<file path="src/rtl/bus_arb_pkg.sv">
// Shared types and constants for the serial-bus arbiter: FSM state encoding,
// preamble layout and a small constant helper.
package bus_arb_pkg;

    typedef enum logic [2:0] {
        IDLE,
        START,
        ID,
        ACK_WAIT,
        COM,
        RELEASE
    } state_t;

    localparam logic [2:0] START_PATTERN = 3'b111;
    localparam int         START_LEN     = 3;
    localparam int         ID_WIDTH      = 2;
    localparam int         ACK_LEN       = 2;

    function automatic int max_int(input int a, input int b);
        return (a > b) ? a : b;
    endfunction

endpackage

</file>
<file path="src/rtl/bus_arbiter_rr_picker.sv">
// Combinational round-robin picker: first requester at or above ptr, wrapping
// around; the pointer register itself lives in the parent.
module rr_picker #(
    parameter  int N  = 2,
    localparam int IW = (N > 1) ? $clog2(N) : 1
) (
    input  logic [N-1:0]  req,
    input  logic [IW-1:0] ptr,
    output logic          valid,
    output logic [IW-1:0] idx
);

    localparam logic [IW:0] NV = (IW + 1)'(N);

    logic [N-1:0]  rot;
    logic [IW-1:0] off;
    logic [IW:0]   raw;

    // Rotate so that bit 0 is the master the pointer names.
    assign rot = N'({req, req} >> ptr);

    always_comb begin
        valid = 1'b0;
        off   = '0;
        for (int i = N - 1; i >= 0; i--) begin
            if (rot[i]) begin
                valid = 1'b1;
                off   = IW'(i);
            end
        end
    end

    always_comb begin
        raw = {1'b0, ptr} + {1'b0, off};
        idx = (raw >= NV) ? IW'(raw - NV) : IW'(raw);
    end

endmodule

</file>
<file path="src/rtl/bus_arbiter.sv">
// Round-robin serial-bus arbiter: grants a master, sends the 111+id preamble,
// waits for the ack pair, holds COM until done. COM_WDOG_EN adds a COM watchdog.
module bus_arbiter
    import bus_arb_pkg::*;
#(
    parameter  int NUM_MASTERS = 2,
    parameter  int ACK_TIMEOUT = 8,
    parameter  int COM_TIMEOUT = 255,
    localparam int IW          = $clog2(NUM_MASTERS)
) (
    input  logic                     clk,
    input  logic                     rstN,
    input  logic [NUM_MASTERS-1:0]   req,
    input  logic [2*NUM_MASTERS-1:0] slave_id,
    input  logic [NUM_MASTERS-1:0]   done,
    input  logic                     ack,
    output logic [NUM_MASTERS-1:0]   grant,
    output logic [IW-1:0]            mux_sel,
    output logic                     bus_out,
    output logic                     com,
    output logic                     busy,
    output logic                     nack
);

`ifdef COM_WDOG_EN
    localparam bit WDOG_EN = 1'b1;
`else
    localparam bit WDOG_EN = 1'b0;
`endif
    // One shared phase counter; it only has to reach the COM limit when the watchdog exists.
    localparam int CNT_TOP = max_int(max_int(START_LEN, ACK_TIMEOUT), WDOG_EN ? COM_TIMEOUT : 0);
    localparam int CW      = $clog2(CNT_TOP);
    localparam int AW      = $clog2(ACK_LEN + 1);

    state_t                state_reg, state_next;
    logic [CW-1:0]         cnt_reg, cnt_next;
    logic [AW-1:0]         ack_run_reg, ack_run_next;
    logic [IW-1:0]         ptr_reg, idx_reg, sel_idx, pick_idx;
    logic [ID_WIDTH-1:0]   id_reg;
    logic [ID_WIDTH-1:0]   ids [NUM_MASTERS];
    logic [NUM_MASTERS-1:0] one_hot;
    logic                  pick_valid, nack_next;
    logic [NUM_MASTERS-1:0] grant_next;
    logic [IW-1:0]         mux_sel_next;
    logic                  bus_out_next, com_next, busy_next;

    rr_picker #(.N(NUM_MASTERS)) u_picker (
        .req   (req),
        .ptr   (ptr_reg),
        .valid (pick_valid),
        .idx   (pick_idx)
    );

    assign sel_idx = (state_reg == IDLE) ? pick_idx : idx_reg;

    generate
        for (genvar gi = 0; gi < NUM_MASTERS; gi++) begin : g_master
            assign ids[gi]     = slave_id[ID_WIDTH*gi +: ID_WIDTH];
            assign one_hot[gi] = (sel_idx == IW'(gi));
        end
    endgenerate

    always_ff @(posedge clk or negedge rstN) begin
        if (!rstN) state_reg <= IDLE;
        else       state_reg <= state_next;
    end

    always_comb begin
        state_next = state_reg;
        nack_next  = 1'b0;
        case (state_reg)
            IDLE:     if (pick_valid) state_next = START;
            START:    if (cnt_reg == CW'(START_LEN - 1)) state_next = ID;
            ID:       if (cnt_reg == CW'(ID_WIDTH - 1)) state_next = ACK_WAIT;
            ACK_WAIT: begin
                if (ack && ack_run_reg == AW'(ACK_LEN - 1)) begin
                    state_next = COM;
                end else if (cnt_reg == CW'(ACK_TIMEOUT - 1)) begin
                    state_next = RELEASE;
                    nack_next  = 1'b1;
                end
            end
            COM: begin
                if (done[idx_reg]) begin
                    state_next = RELEASE;
                end
`ifdef COM_WDOG_EN
                else if (cnt_reg == CW'(COM_TIMEOUT - 1)) begin
                    state_next = RELEASE;
                    nack_next  = 1'b1;
                end
`endif
            end
            RELEASE:  state_next = IDLE;
            default:  state_next = IDLE;
        endcase
    end

    // Counters restart on every state change; a low ack breaks the pair run.
    always_comb begin
        cnt_next     = '0;
        ack_run_next = '0;
        if (state_next == state_reg) begin
            if (state_reg == START || state_reg == ID || state_reg == ACK_WAIT ||
                (WDOG_EN && state_reg == COM))
                cnt_next = cnt_reg + 1'b1;
            if (state_reg == ACK_WAIT && ack)
                ack_run_next = ack_run_reg + 1'b1;
        end
    end

    always_comb begin
        grant_next   = '0;
        mux_sel_next = '0;
        bus_out_next = 1'b0;
        com_next     = 1'b0;
        busy_next    = (state_next != IDLE);
        case (state_next)
            START, ID, ACK_WAIT, COM: begin
                grant_next   = one_hot;
                mux_sel_next = sel_idx;
            end
            default: ;
        endcase
        case (state_next)
            START:   bus_out_next = START_PATTERN[2'd2 - 2'(cnt_next)];
            ID:      bus_out_next = (cnt_next == '0) ? id_reg[1] : id_reg[0];
            COM:     com_next     = 1'b1;
            default: ;
        endcase
    end

    always_ff @(posedge clk or negedge rstN) begin
        if (!rstN) begin
            cnt_reg     <= '0;
            ack_run_reg <= '0;
            ptr_reg     <= '0;
            idx_reg     <= '0;
            id_reg      <= '0;
            grant       <= '0;
            mux_sel     <= '0;
            bus_out     <= 1'b0;
            com         <= 1'b0;
            busy        <= 1'b0;
            nack        <= 1'b0;
        end else begin
            cnt_reg     <= cnt_next;
            ack_run_reg <= ack_run_next;
            grant       <= grant_next;
            mux_sel     <= mux_sel_next;
            bus_out     <= bus_out_next;
            com         <= com_next;
            busy        <= busy_next;
            nack        <= nack_next;
            if (state_reg == IDLE && pick_valid) begin
                idx_reg <= pick_idx;
                id_reg  <= ids[pick_idx];
            end
            if (state_reg == RELEASE)
                ptr_reg <= (idx_reg == IW'(NUM_MASTERS - 1)) ? '0 : idx_reg + 1'b1;
        end
    end

endmodule
</file>
<file path="config.mk">
export PLATFORM = sky130hd
export DESIGN_NAME = bus_arbiter
export DESIGN_NICKNAME = d
export VERILOG_FILES = /design/src/rtl/bus_arb_pkg.sv /design/src/rtl/bus_arbiter_rr_picker.sv /design/src/rtl/bus_arbiter.sv
export SDC_FILE = /design/constraint.sdc
export NUM_CORES = 1
export LEC_CHECK = 0
export CORE_MARGIN = 2
export CORE_UTILIZATION = 50
export DETAILED_ROUTE_END_ITERATION = 8
export GPL_ROUTABILITY_DRIVEN = 0
export PLACE_DENSITY_LB_ADDON = 0.12
export REMOVE_ABC_BUFFERS = 1
export SLEW_MARGIN = 20
export SYNTH_ARGS = -nofsm -noshare
export SYNTH_HDL_FRONTEND = slang
export SYNTH_SLANG_ARGS = --single-unit
export TNS_END_PERCENT = 30
</file>
<file path="constraint.sdc">
create_clock -name clk -period 6.1 [get_ports clk]
set_input_delay 1.22 -clock clk [delete_from_list [all_inputs] [get_ports clk]]
set_output_delay 1.22 -clock clk [all_outputs]
set_load 0.02 [all_outputs]
</file>
# After elaboration in Yosys (flattened, before gate mapping)
# Index checks and enable logic that the tools add are counted.
# totals
ff_bits,19
inputBits,11
output_inout_bits,7
word_cells,80
# classes
add_sub_neg,6
magnitude_cmp,4
n_eq_ne,14
n_shift,1
n_mux,32
bitwise,2
reduce_logical,9
# op_table
op,count
$mux 3,8
$eq 3x2->1 const B,5
$mux 1,15
$pmux 3 s5,1
$eq 3x3->1 const B,4
$mux 2,6
$eq 3x1->1 const B,3
$logic_not 3->1,2
$ge 2x2->1 const B,2
$reduce_or 4->1,1
$shr 4x1->2,1
$add 3x1->3 const B,1
$eq 3x3->1,1
$logic_and 1x1->1,3
$lt 2x3->1 const B,1
$reduce_bool 3->1,1
$add 1x1->2,1
$add 2x1->2 const B,1
$bmux 1 s2,1
$eq 2x1->1 const B,1
$logic_or 1x1->1,2
$lt 1x2->1 const B,1
$not 1->2,1
$pmux 1 s2,1
4 further kinds,4

# Depth between registers and ports, before layout
# depth
ltp_word,11
mapped_depth,7
mapped_depth_nobuf,7

# By module
# Synthesis repeated with hierarchy kept, for this count alone.
# hier_totals
hier_cells,89
hier_area_um2,949.7
# by_module_without_submodules
mod,instances,cells_each,area_per_inst_um2,seq_area_each_um2
bus_arbiter,1,86,928.4,450.4
rr_picker,1,3,21.3,0.0

# Least setup slack after synthesis
# Ideal clock, no wire load.
# synth_timing
path_type,input to register
from,input ack
to,register grant[0]
arrival_ps,2226
t_required_ps,5981
path_slack_ps,3755
cell_stages,5
path_cell_list,a21oi_1 -> a221oi_1 -> o2111a_1 -> and2_1 -> o21ba_2
# synth_via
elab_chain_cells,6
elab_cells_between_ends,9
cone_classes,eq/ne: 4; mux: 3; reduce/logical: 2
# synth_rtl
element,line,rtl
"start, declared",bus_arbiter.sv:16,"input logic ack,"
$logic_and 1x1->1 (*),bus_arbiter.sv:76,if (ack && ack_run_reg == AW'(ACK_LEN - 1)) begin
$mux 3 (*),bus_arbiter.sv:76,
$pmux 3 s5 (*),bus_arbiter.sv:71,case (state_reg)
"$eq 3x3->1, or another cell as far along",bus_arbiter.sv:118,case (state_next)
$reduce_or 4->1 (*),bus_arbiter.sv:118,
$mux 2 (*),bus_arbiter.sv:118,
net grant_next[0],bus_arbiter.sv:43,logic [NUM_MASTERS-1:0] grant_next;
"end signal, assigned",bus_arbiter.sv:149,grant <= grant_next;
"end, declared",bus_arbiter.sv:17,"output logic [NUM_MASTERS-1:0] grant,"
# The timed path passes the listed nets; every way through them passes the cells marked *.
# A chain may end at the register's enable or synchronous reset.

# Worst setup path after layout
# Same ends and word-level chain as after synthesis.

==> summary.txt <==
Final layout
  • Share of layout cells above drive strength 1: 13.6%
  • Fin util: 66.5%
  • Nets: 127
  • Design Area, Final: 0.00117 mm2
  • Area growth syn-to-layout: 22.0%
  • ANT cells: 0

Placed design
  • Hpwl dp: 1240 um
  • Pre-CTS WS: 3.17 ns
  • Post-placement cell area: 0.00114 mm2
  • # port buffers: 17

Critical path
  • R2r worst-path depth: 7
  • Reg2reg end: grant[0]$_DFF_PN0_
  • Setup CP Type: input pin to flop
  • Worst-path maximum fanout: 5
  • Crit path from: ack
  • CP Cell Sequence: clkdlybuf4s50_1, a21oi_1, a221oi_1, o2111a_1, and2_1, o21ba_2
  • Crit-path slowest cell: clkdlybuf4s50_1
  • FF-to-FF Start: cnt_reg[0]$_DFF_PN0_
  • Largest stage delay, worst path: 0.44 ns
  • CP Data Required Time: 6.29 ns
  • CP Capture Type: flop
  • R2R Setup Slk: 3.94 ns
  • End of the critical path: grant[0]$_DFF_PN0_
  • Crit path arrival time: 2.85 ns
  • Nature of the critical path startpoint: input pin

Floorplan
  • Area of the core: 0.00176 mm2
  • Die width: 47.9 um
  • # IOs: 18
  • Site Rows: 15
  • Die area: 0.00229 mm2
  • Starting Density: 54.5%
  • Die H: 47.9 um

Clocking
  • Hold buffers post-CTS: 0
  • Post-CTS Resized: 0
  • Clock sink total: 18
  • Maximum root-to-sink buffer count: 2
  • CTS tree: done
  • Worst skew pair latency: 0.30 ns
  • Reg clk slew, reported paths: 0.12 ns
  • H-Tree Depth: 1
  • Postcts setup bufs: 0
  • Root buf cell: clkbuf_4
  • CTS buffer count: 3

Timing
  • # setup viols final: 0
  • Worst slew pin tran: 0.792 ns
  • Final Slew Violations: 0
  • Min Hold Slack: 0.439 ns
  • Tmin final: 2.66 ns
  • Post-route setup slack: 3.44 ns
  • RSZ-0062 raised after global routing: false
  • Crit share post-route: 43.6%
  • Setup_tns: 0 ns
  • Fmax: 0.376 GHz
  • Max-Slew Margin vs Limit: 47.1%
  • Final Hold Vio Count: 0
  • Final clock skew: 0.0115 ns

Drt
  • TritonRoute pass-1 iters: 4
  • Routed len/inst: 12.2 um
  • Vias: 702
  • DRC violations left: 0
  • Via density: 5.20
  • Initial drt markers: 8
  • ANT nets after route: 0
  • Total wire length: 1640 um

Yosys
  • Yosys warns: 0
  • Netlist cell types: 37
  • Synthesized netlist cell count: 92
  • Register bit count reported by yosys: 18
  • Post-synth top cells: dfrtp_1, nand2_1, inv_1, nor2_1
  • Asr flop ratio synth: 100%
  • Mapped Area: 962 um2
  • Most used DFF post-synth: dfrtp_1
  • Top-count cell post-synth: dfrtp_1
  • Post-synth EDFFs: 0
  • Area leader, netlist: dfrtp_1
  • Sequential fraction of the synthesis area: 46.8%
  • Ranking of synthesized cells by area: dfrtp_1, ha_1, mux2i_1, nand2_1, inv_1
  • Syn_area_per_cell: 10.5 um2
  • Share of the synthesized area in the top cell type: 46.8%

Global route
  • GRT Overall Usage: 17.8%
  • Total grt overflow: 0
  • First-pass GRT wire length: 2750 um
  • Initial antenna violation count: 0
  • Vias in the first global route: 623
  • Pin count of the biggest net entering global routing: 19

Job
  • Max-capacitance violation count: 0

Worst hold path
  • Hold Crit Class: flop to flop

Pwr
  • Static Leak: 0.531 nW
  • Cell Pwr Density: 481 mW/mm2
  • VDD IR max: 0.000319 V

Run status
  • Outcome: finished clean
[logic make-up after synthesis]
kind of cell	count (synthesis)	synth area share (%)
buffers and inverters	10	5.46
and+or+nand+nor	35	20.5
AOI/OAI and AO/OA	17	13.1
DFF	18	46.8
muxes	6	6.50
adders and majority gates	6	7.54
[worst min-delay path by stage]
stage	startpoint	endpoint	slack [ns]	cells after the start
2_1_floorplan	ack_run_reg[0]$_DFF_PN0_	ack_run_reg[0]$_DFF_PN0_	0.41	1
3_3_place_gp	ack_run_reg[0]$_DFF_PN0_	ack_run_reg[0]$_DFF_PN0_	0.42	1
3_5_place_dp	ack_run_reg[0]$_DFF_PN0_	ack_run_reg[0]$_DFF_PN0_	0.43	1
4_1_cts	ack_run_reg[0]$_DFF_PN0_	ack_run_reg[0]$_DFF_PN0_	0.45	1
5_1_grt	ack_run_reg[0]$_DFF_PN0_	ack_run_reg[0]$_DFF_PN0_	0.47	1
6_report	ack_run_reg[0]$_DFF_PN0_	ack_run_reg[0]$_DFF_PN0_	0.44	1
[worst max-delay path, delay by kind of cell]
kind,cells,cell delay (ns)
buf+inv,1,0.44
simple gates,1,0.19
compound gates,4,1.01
[cell usage in the layout, fill, tap and decap left out, types with 2 or more instances in the layout]
master | netlist | final
a21oi_1 | 2 | 2
clkbuf_4 | 0 | 3
clkdlybuf4s50_1 | 0 | 17
dfrtp_1 | 18 | 18
ha_1 | 5 | 5
inv_1 | 7 | 7
mux2_2 | 2 | 2
mux2i_1 | 4 | 4
nand2_1 | 10 | 10
nor2_1 | 7 | 7
nor2b_1 | 2 | 2
nor3_1 | 2 | 2
nor3b_1 | 2 | 2
o21ai_0 | 5 | 5
[routing by layer]
layer | track usage [%] | share of wire [%] | vias to the layer above
li1 | - | - | 356
met1 | 23.4 | 47 | 329
met2 | 28.3 | 48 | 13
met3 | 3.40 | 3.5 | 4
met4 | 8.11 | 1.4 | 0
met5 | 0 | 0 | -
[where the power goes]
group	leakage [nW]	total [mW]	switching [mW]	internal, mW
Sequential	0.223	0.203	0.0377	0.165
Combinational	0.287	0.286	0.140	0.146
Clock	0.0210	0.0759	0.0395	0.0364
[cell type report]
class                      count  area [um2]
inverter                       7        26.3
multi-input combinational     64         459
sequential                    18         450
tap                           25        31.3
fill                         148         591
clock buffer                   4        36.3
timing repair buffer          17         170
[stage by stage]
stage / cells / power [mW]
3_3_place_gp: 131 / 0.485
5_1_grt: 135 / 0.616
4_1_cts: 135 / 0.569
6_report: 135 / 0.564
2_1_floorplan: 89 / 0.411
3_5_place_dp: 131 / 0.491
Note: power is estimated with default switching activity, not from simulation.
